File: config.mk
export PLATFORM = sky130hd
export DESIGN_NAME = ram1_port_arbiter_flat
export DESIGN_NICKNAME = d
export VERILOG_FILES = /design/src/rtl/ram1_port_arbiter_if.sv /design/src/rtl/ram1_port_arbiter.sv /design/src/flat_wrapper.sv
export SDC_FILE = /design/constraint.sdc
export NUM_CORES = 1
export LEC_CHECK = 0
export CORE_AREA = 2 2 66 68
export DETAILED_ROUTE_END_ITERATION = 6
export DIE_AREA = 0 0 68 70
export PLACE_DENSITY = 0.83
export SLEW_MARGIN = 15
export SYNTH_ARGS = -nofsm -noshare
export SYNTH_HDL_FRONTEND = slang
export SYNTH_SLANG_ARGS = --single-unit
export TNS_END_PERCENT = 50
File: constraint.sdc
create_clock -name CLOCK_50 -period 4.2 [get_ports CLOCK_50]
set_input_delay 0.84 -clock CLOCK_50 [delete_from_list [all_inputs] [get_ports CLOCK_50]]
set_output_delay 0.84 -clock CLOCK_50 [all_outputs]
set_load 0.01 [all_outputs]
File: src/rtl/ram1_port_arbiter_if.sv
// Port-A bus of the ram1 arbiter: CPU and aux request bundles, the RAM side
// and the arbiter's debug view. "slave" is the arbiter, "master" is everyone else.
interface ram1_port_arbiter_if;
  // Handshake: a requester holds req with we/addr/wdata stable; the access
  // happens in the cycle gnt is high (combinational, same cycle). A read's
  // data comes back later as a one-cycle rvalid pulse with rdata alongside.
  logic        cpu_req;
  logic        cpu_we;
  logic [11:0] cpu_addr;
  logic [7:0]  cpu_wdata;
  logic        cpu_lock;
  logic        cpu_gnt;
  logic        cpu_rvalid;
  logic [7:0]  cpu_rdata;

  logic        aux_req;
  logic        aux_we;
  logic [11:0] aux_addr;
  logic [7:0]  aux_wdata;
  logic        aux_gnt;
  logic        aux_rvalid;
  logic [7:0]  aux_rdata;

  logic [11:0] ram_address;
  logic [7:0]  ram_data;
  logic        ram_wren;
  logic [7:0]  ram_q;

  logic [3:0]  dbg_aux_wait;
  logic        dbg_lock_pending;

  modport slave (
    input  cpu_req, cpu_we, cpu_addr, cpu_wdata, cpu_lock,
    output cpu_gnt, cpu_rvalid, cpu_rdata,
    input  aux_req, aux_we, aux_addr, aux_wdata,
    output aux_gnt, aux_rvalid, aux_rdata,
    output ram_address, ram_data, ram_wren,
    input  ram_q,
    output dbg_aux_wait, dbg_lock_pending
  );

  modport master (
    output cpu_req, cpu_we, cpu_addr, cpu_wdata, cpu_lock,
    input  cpu_gnt, cpu_rvalid, cpu_rdata,
    output aux_req, aux_we, aux_addr, aux_wdata,
    input  aux_gnt, aux_rvalid, aux_rdata,
    input  ram_address, ram_data, ram_wren,
    output ram_q,
    input  dbg_aux_wait, dbg_lock_pending
  );
endinterface

File: src/rtl/ram1_port_arbiter.sv
// Shares ram1 port A between the chip8 CPU (fixed priority, optional one-cycle
// lock) and an aux requester protected by a starvation counter.
module ram1_port_arbiter #(
  parameter int READ_LATENCY = 1,
  parameter int MAX_WAIT     = 4
) (
  input logic CLOCK_50,
  input logic rst_n,
  ram1_port_arbiter_if.slave bus
);

  localparam logic [3:0] WAIT_LIMIT = 4'(MAX_WAIT);

  logic                    lock_pending;
  logic [3:0]              aux_wait;
  logic                    starve;
  logic                    cpu_gnt;
  logic                    aux_gnt;
  logic                    rd_issue;
  logic [READ_LATENCY-1:0] pipe_valid;
  logic [READ_LATENCY-1:0] pipe_cpu;
  logic                    cpu_rvalid;
  logic                    aux_rvalid;
  logic [7:0]              cpu_hold;
  logic [7:0]              aux_hold;

  assign starve = (aux_wait >= WAIT_LIMIT);

  // Grants are forced low while reset is asserted so the RAM sees no access.
  always_comb begin
    cpu_gnt = 1'b0;
    aux_gnt = 1'b0;
    if (rst_n) begin
      if (lock_pending && bus.cpu_req)  cpu_gnt = 1'b1;
      else if (starve && bus.aux_req)   aux_gnt = 1'b1;
      else if (bus.cpu_req)             cpu_gnt = 1'b1;
      else if (bus.aux_req)             aux_gnt = 1'b1;
    end
  end

  always_comb begin
    bus.ram_address = '0;
    bus.ram_data    = '0;
    bus.ram_wren    = 1'b0;
    if (cpu_gnt) begin
      bus.ram_address = bus.cpu_addr;
      bus.ram_data    = bus.cpu_wdata;
      bus.ram_wren    = bus.cpu_we;
    end else if (aux_gnt) begin
      bus.ram_address = bus.aux_addr;
      bus.ram_data    = bus.aux_wdata;
      bus.ram_wren    = bus.aux_we;
    end
  end

  assign rd_issue = (cpu_gnt && !bus.cpu_we) || (aux_gnt && !bus.aux_we);

  always_ff @(posedge CLOCK_50 or negedge rst_n) begin
    if (!rst_n) begin
      lock_pending <= 1'b0;
      aux_wait     <= '0;
      pipe_valid   <= '0;
      pipe_cpu     <= '0;
      cpu_hold     <= '0;
      aux_hold     <= '0;
    end else begin
      // Set only from a non-lock grant, so a held cpu_lock cannot chain.
      lock_pending <= cpu_gnt && bus.cpu_lock && !lock_pending;

      if (bus.aux_req && !aux_gnt)
        aux_wait <= (aux_wait == 4'hF) ? aux_wait : aux_wait + 4'd1;
      else
        aux_wait <= '0;

      pipe_valid[0] <= rd_issue;
      pipe_cpu[0]   <= cpu_gnt;
      for (int i = 1; i < READ_LATENCY; i++) begin
        pipe_valid[i] <= pipe_valid[i-1];
        pipe_cpu[i]   <= pipe_cpu[i-1];
      end

      if (cpu_rvalid) cpu_hold <= bus.ram_q;
      if (aux_rvalid) aux_hold <= bus.ram_q;
    end
  end

  assign cpu_rvalid = pipe_valid[READ_LATENCY-1] &&  pipe_cpu[READ_LATENCY-1];
  assign aux_rvalid = pipe_valid[READ_LATENCY-1] && !pipe_cpu[READ_LATENCY-1];

  assign bus.cpu_gnt    = cpu_gnt;
  assign bus.aux_gnt    = aux_gnt;
  assign bus.cpu_rvalid = cpu_rvalid;
  assign bus.aux_rvalid = aux_rvalid;
  assign bus.cpu_rdata  = cpu_rvalid ? bus.ram_q : cpu_hold;
  assign bus.aux_rdata  = aux_rvalid ? bus.ram_q : aux_hold;

  assign bus.dbg_aux_wait     = aux_wait;
  assign bus.dbg_lock_pending = lock_pending;

endmodule
File: src/flat_wrapper.sv
// flat-port wrapper written by rule: the top's interface ports become plain ports
module ram1_port_arbiter_flat 
#(
  parameter int READ_LATENCY = 1,
  parameter int MAX_WAIT     = 4
)
  (CLOCK_50, rst_n, bus_cpu_req, bus_cpu_we, bus_cpu_addr, bus_cpu_wdata, bus_cpu_lock, bus_cpu_gnt, bus_cpu_rvalid, bus_cpu_rdata, bus_aux_req, bus_aux_we, bus_aux_addr, bus_aux_wdata, bus_aux_gnt, bus_aux_rvalid, bus_aux_rdata, bus_ram_address, bus_ram_data, bus_ram_wren, bus_ram_q, bus_dbg_aux_wait, bus_dbg_lock_pending);
  ram1_port_arbiter_if bus_i ();
  input logic CLOCK_50;
  input logic rst_n;
  input wire logic [$bits(bus_i.cpu_req)-1:0] bus_cpu_req;
  input wire logic [$bits(bus_i.cpu_we)-1:0] bus_cpu_we;
  input wire logic [$bits(bus_i.cpu_addr)-1:0] bus_cpu_addr;
  input wire logic [$bits(bus_i.cpu_wdata)-1:0] bus_cpu_wdata;
  input wire logic [$bits(bus_i.cpu_lock)-1:0] bus_cpu_lock;
  output wire logic [$bits(bus_i.cpu_gnt)-1:0] bus_cpu_gnt;
  output wire logic [$bits(bus_i.cpu_rvalid)-1:0] bus_cpu_rvalid;
  output wire logic [$bits(bus_i.cpu_rdata)-1:0] bus_cpu_rdata;
  input wire logic [$bits(bus_i.aux_req)-1:0] bus_aux_req;
  input wire logic [$bits(bus_i.aux_we)-1:0] bus_aux_we;
  input wire logic [$bits(bus_i.aux_addr)-1:0] bus_aux_addr;
  input wire logic [$bits(bus_i.aux_wdata)-1:0] bus_aux_wdata;
  output wire logic [$bits(bus_i.aux_gnt)-1:0] bus_aux_gnt;
  output wire logic [$bits(bus_i.aux_rvalid)-1:0] bus_aux_rvalid;
  output wire logic [$bits(bus_i.aux_rdata)-1:0] bus_aux_rdata;
  output wire logic [$bits(bus_i.ram_address)-1:0] bus_ram_address;
  output wire logic [$bits(bus_i.ram_data)-1:0] bus_ram_data;
  output wire logic [$bits(bus_i.ram_wren)-1:0] bus_ram_wren;
  input wire logic [$bits(bus_i.ram_q)-1:0] bus_ram_q;
  output wire logic [$bits(bus_i.dbg_aux_wait)-1:0] bus_dbg_aux_wait;
  output wire logic [$bits(bus_i.dbg_lock_pending)-1:0] bus_dbg_lock_pending;
  assign bus_i.cpu_req = bus_cpu_req;
  assign bus_i.cpu_we = bus_cpu_we;
  assign bus_i.cpu_addr = bus_cpu_addr;
  assign bus_i.cpu_wdata = bus_cpu_wdata;
  assign bus_i.cpu_lock = bus_cpu_lock;
  assign bus_cpu_gnt = bus_i.cpu_gnt;
  assign bus_cpu_rvalid = bus_i.cpu_rvalid;
  assign bus_cpu_rdata = bus_i.cpu_rdata;
  assign bus_i.aux_req = bus_aux_req;
  assign bus_i.aux_we = bus_aux_we;
  assign bus_i.aux_addr = bus_aux_addr;
  assign bus_i.aux_wdata = bus_aux_wdata;
  assign bus_aux_gnt = bus_i.aux_gnt;
  assign bus_aux_rvalid = bus_i.aux_rvalid;
  assign bus_aux_rdata = bus_i.aux_rdata;
  assign bus_ram_address = bus_i.ram_address;
  assign bus_ram_data = bus_i.ram_data;
  assign bus_ram_wren = bus_i.ram_wren;
  assign bus_i.ram_q = bus_ram_q;
  assign bus_dbg_aux_wait = bus_i.dbg_aux_wait;
  assign bus_dbg_lock_pending = bus_i.dbg_lock_pending;
  ram1_port_arbiter #(.READ_LATENCY(READ_LATENCY), .MAX_WAIT(MAX_WAIT)) u_core (.CLOCK_50(CLOCK_50), .rst_n(rst_n), .bus(bus_i));
endmodule
==> results.ini, run 1 <==
[critical_path]
worst_ep_required_time_ns = 3.36
path_max_fanout = 23
crit_top_cell = clkdlybuf4s50_1
cp.arrival_ns = 2.68
cp_num_buf_inv = 4
path_cells = clkdlybuf4s50_1, inv_1, a211oi_4, buf_4, a22o_1, clkdlybuf4s50_1
crit_family = buffers and inverters
path_class = in2out
end_kind = output port
crit_path_max_incr_delay_ns = 0.54
slowest_stage = clkdlybuf4s50_1
cp-start-kind = input port

[floorplan]
coreArea_um2 = 4140
die_h_um = 70
row_count = 24
dieArea_um2 = 4760
initial_core_util_pct = 28.4
die_w_um = 68
io_pins = 101

[cts]
cts_root_buf = clkbuf_8
clock_sinks = 23
post_cts_buffers = 0
cts_buffers = 3
cts_hold_buf = 0
path_clk_slew_ns = 0.07
clock_latency_ns = 0.25
cts_resized = 0
clock_path_buffers = 2
cts_tree = yes
h-tree-depth = 1

[layout]
n_fill_cell = 374
area_delta_synth_final_pct = 93.9
final_area_um2 = 2280
multi_input_comb_area_um2 = 531
drive_gt1_share_pct = 17.9
insertedDiodeCount = 0
seq_area_um2 = 576
nets = 253

[power_and_ir_drop]
ir_worst_vdd_mv = 0.118
powerDensity_nw_per_um2 = 302
leakage_nw = 0.961

[placed_design]
place.gp.congestion = 0.755
dp_hpwl_mm = 3.01
place_area_um2 = 2240
io_buffers = 100
preCtsSetupSlack_ns = 0.691

[global_route]
grt_pass1_wl_mm = 5.68
grt_max_degree = 24
antenna_found_initial = 0
grt_pass1_vias = 1220
grt.overflow.total = 0
track_usage_pct = 15.8

[sta]
slew_violations = 0
fin_crit_ns = 3.52
worst_pin_slew_ns = 0.458
fin_skew_ns = 0.00211
tns_ns = 0
max_slew_margin_pct = 69.4
layout_setup_ws_ns = 0.680
fmax_mhz = 284
rsz0062_at_grt = false
min_period_over_period_pct = 83.8
setup_viol = 0
hold_viol = 0

[synthesis]
netlist_instances = 92
syn-num-nets = 148
synth.cell_area_um2 = 1180
yosys_warnings = 0
synth_area_per_cell_um2 = 12.8
yosysSeqAreaShare_pct = 48.9
synth_cell_types = 23
yosys_register_bits = 23

[drt]
firstDrtPassIters = 4
drc = 0
drtAntennaViolNets = 0
drt-total-wl_mm = 3.63
via_per_inst = 4.62
first_iter_violations = 11
wire_per_inst_um = 14.6
routed-via-count = 1145

[worst_hold_path]
hold_path_class = reg2reg

[outcome]
status = complete, no violations

[job]
drv_cap = 0

-- final timing paths --
check                           slack [ns]                  startpoint  cells after the start                         end
worst min-delay path                  0.50          u_core.cpu_hold[7]                      1          u_core.cpu_hold[7]
worst min register to register        0.50          u_core.cpu_hold[7]                      1          u_core.cpu_hold[7]
worst max-delay path                  0.68                       rst_n                      6          bus_ram_address[7]
max in group asynchronous             3.09                       rst_n                      2          u_core.cpu_hold[5]
min in group asynchronous             0.96                       rst_n                      2           u_core.pipe_valid
worst max register to register        2.80  u_core.bus.dbg_aux_wait[2]                      3  u_core.bus.dbg_aux_wait[3]
-- per-layer routing --
layer	share of wire [%]	track usage [%]	up-vias
met4	0.99	4.00	0
li1	-	-	555
met2	53	27.3	66
met5	0	0	-
met3	9.0	4.99	4
met1	37	18.4	520
-- sequential cells by signal, summed over array words and instances, names as in the netlist --
name                         count
u_core.aux_hold                  8
u_core.cpu_hold                  8
u_core.bus.dbg_aux_wait          4
u_core.bus.dbg_lock_pending      1
u_core.pipe_cpu                  1
u_core.pipe_valid                1
-- metrics by stage --
step	hold slack, ns	instances	power (mW)	utilization (%)
3_5_place_dp	0.485	244	0.571	54.0
2_1_floorplan	0.512	92	0.387	-
5_1_grt	0.517	248	0.736	55.0
6_report	0.496	248	0.690	55.0
3_3_place_gp	0.478	244	0.564	54.0
4_1_cts	0.503	248	0.702	55.0
-- final cells by class --
class / instances / share of cell area (%)
timing repair buffer: 105 / 45.5
sequential: 23 / 25.2
multi-input combinational: 57 / 23.3
tap: 52 / 2.85
clock buffer: 4 / 1.97
inverter: 7 / 1.15
-- synthesized netlist by cell type --
| cell | n | area share (%) |
|---|---|---|
| mux2_2 | 16 | 15 |
| dfrtp_1 | 23 | 49 |
| nand3_1 | 2 | 0.85 |
| inv_1 | 7 | 2.2 |
| nor4_1 | 1 | 0.53 |
| a21oi_1 | 1 | 0.43 |
| a22o_1 | 14 | 10 |
| a2111oi_0 | 1 | 0.74 |
| nand2_1 | 1 | 0.32 |
| buf_2 | 2 | 0.85 |
| buf_6 | 3 | 2.9 |
| nor2_1 | 1 | 0.32 |
| a22o_2 | 8 | 6.8 |
| and3b_1 | 1 | 0.74 |
| a211oi_4 | 1 | 1.7 |
| nor3_1 | 3 | 1.3 |
| mux2i_1 | 1 | 0.85 |
| and3_2 | 1 | 0.64 |
| nand2b_1 | 1 | 0.53 |
| ha_1 | 1 | 1.1 |
| o21bai_2 | 1 | 0.96 |
| o211a_1 | 1 | 0.85 |
| xnor2_1 | 1 | 0.74 |
-- cells in the final DEF, fill, tap and decap left out, drive strengths merged, types with 2 or more instances in the layout --
cell type	netlist	final
a22o	22	22
buf	5	5
clkbuf	0	4
clkdlybuf4s50	0	100
dfrtp	23	23
inv	7	7
mux2	16	16
nand3	2	2
nor3	3	3
-- power breakdown --
group          switching (mW)  internal [mW]
Combinational           0.102          0.185
Sequential             0.0119          0.263
Clock                  0.0606         0.0673
-- cell families (layout without fill, tap and decap cells) --
kind of cell	Yosys count	after routing	synth area share, %
AOI/OAI and AO/OA	27	27	21.9
xor gates and xnor gates	1	1	0.745
adders and majority gates	1	1	1.06
buffers and inverters	12	116	5.96
DFF	23	23	48.9
muxes	17	17	16.2
and+or+nand+nor	11	11	5.21
No activity file was read; power rests on OpenSTA's default activity.
==> inputs of run 2 (changes only) <==
Settings changed: CORE_AREA 2 2 66 68 to 2 2 68 70, DIE_AREA 0 0 68 70 to 0 0 70 72, PLACE_DENSITY 0.83 to 0.82.
Clock period 4.2 ns to 2.9 ns, I/O delays scaled along.
==> results.ini, run 2 (synthesis gave the netlist of run 1 again) <==
[critical_path]
slowest_stage = clkdlybuf4s50_1
crit_path_max_incr_delay_ns = 0.55
r2r-start = u_core.bus.dbg_lock_pending
reg2reg_slack_ns = 1.54
end_kind = output port
path_cells = clkdlybuf4s50_1, inv_1, a211oi_4, buf_12, clkdlybuf4s50_1
cp.arrival_ns = 2.16
cp-start-kind = input port
worst_ep_required_time_ns = 2.32
crit_family = buffers and inverters
cp_num_buf_inv = 4
crit_top_cell = clkdlybuf4s50_1
path_max_fanout = 23
r2r_end = u_core.pipe_valid
r2r_cells = 4
path_class = in2out

[placed_design]
io_buffers = 100
dp_hpwl_mm = 3.30
place.gp.congestion = 0.846
dp_cells = 245

[cts]
cts_tree = yes
clock_latency_ns = 0.25
cts_root_buf = clkbuf_8
post_cts_buffers = 0
clock_path_buffers = 2
cts_hold_buf = 0
cts_buffers = 3
h-tree-depth = 1
clock_sinks = 23
path_clk_slew_ns = 0.07
cts_resized = 4

[drt]
firstDrtPassIters = 4
drc = 0
drtAntennaViolNets = 0
drt-total-wl_mm = 3.97
wire_per_inst_um = 16.0
via_per_inst = 4.81
first_iter_violations = 22
routed-via-count = 1197

[sta]
worst_pin_slew_ns = 0.467
rsz0062_at_grt = false
min_period_over_period_pct = 94.5
max_slew_margin_pct = 68.9
fin_crit_ns = 2.74
hold_viol = 0
fmax_mhz = 365
fin_skew_ns = 0.00363
slew_violations = 0
hold_ws_ns = 0.499
setup_viol = 0

[global_route]
grt_pass1_vias = 1309
antenna_found_initial = 0
grt.overflow.total = 0
grt_pass1_wl_mm = 5.88
track_usage_pct = 15.0
grt_max_degree = 26

[layout]
insertedDiodeCount = 0
n_fill_cell = 363
nets = 254
stdcell_count = 249
most-common-layout-cells = 79 x clkdlybuf4s50_1, 23 x dfrtp_1, 17 x dlymetal6s2s_1, 16 x mux2_2, 14 x a22o_1
mostFrequentLayoutCell = clkdlybuf4s50_1
drive_gt1_share_pct = 18.3
area_delta_synth_final_pct = 99.9

[floorplan]
io_pins = 101
die_h_um = 72
dieArea_um2 = 5040
die_w_um = 70
initial_core_util_pct = 27.6
coreArea_um2 = 4260
row_count = 24

[power_and_ir_drop]
leakage_nw = 1.25
total_power_mw = 1.01
powerDensity_nw_per_um2 = 428
ir_worst_vdd_mv = 0.161

[worst_hold_path]
min_path_cells = 1
hold_path_class = reg2reg
hold_end = u_core.aux_hold[3]
hp-start = u_core.aux_hold[3]

[outcome]
status = complete, no violations

[job]
drv_cap = 0

## run 2: cell types whose count changed in the layout (fill, tap and decap cells not counted)
cell / before / now
buf_4: 5 / 4
dlymetal6s2s_1: 0 / 17
clkdlybuf4s50_1: 100 / 79
dlygate4sd2_1: 0 / 4
buf_12: 0 / 2
## run 2: stage by stage
step | worst slack, ns | util [%] | TNS (ns) | instance area, µm²
after floorplan | 0.955 | - | 0 | 1180
after global placement | -0.0272 | 53.2 | -0.0626 | 2270
after detailed placement | -0.0198 | 53.2 | -0.0556 | 2270
after CTS | 0.000252 | 54.1 | 0 | 2310
after global routing | 0.0845 | 55.1 | 0 | 2350
final | 0.160 | 55.1 | 0 | 2350
## run 2: metal layers
layer,routed length (µm),track usage [%],vias to the layer above
li1,-,-,560
met1,1410,14.7,562
met2,2090,28.9,67
met3,335,4.86,8
met4,140,6.41,0
met5,0,0,-
## run 2: worst max-delay path by stage
stage                      from            endpoint  slack (ns)  depth (start not counted)
finish                    rst_n         bus_aux_gnt        0.16                          5
global route              rst_n         bus_aux_gnt        0.08                          5
CTS                       rst_n  bus_ram_address[4]      0.0003                          6
detailed placement        rst_n  bus_ram_address[6]       -0.02                          6
global placement          rst_n  bus_ram_address[5]       -0.03                          6
floorplan           bus_aux_req  bus_ram_address[0]        0.96                          4
## run 2: report_power, final
group	switching [mW]	internal [mW]	total, mW
logic	0.152	0.266	0.418
registers	0.0170	0.381	0.398
clock network	0.0915	0.0976	0.189
total	0.261	0.745	1.01
## run 2: layout make-up
| class | instances | area (µm²) | area share, % |
|---|---|---|---|
| sequential | 23 | 576 | 24.5 |
| tap | 52 | 65.1 | 2.77 |
| multi-input combinational | 57 | 531 | 22.6 |
| inverter | 7 | 26.3 | 1.12 |
| clock buffer | 4 | 45.0 | 1.92 |
| timing repair buffer | 106 | 1110 | 47.2 |
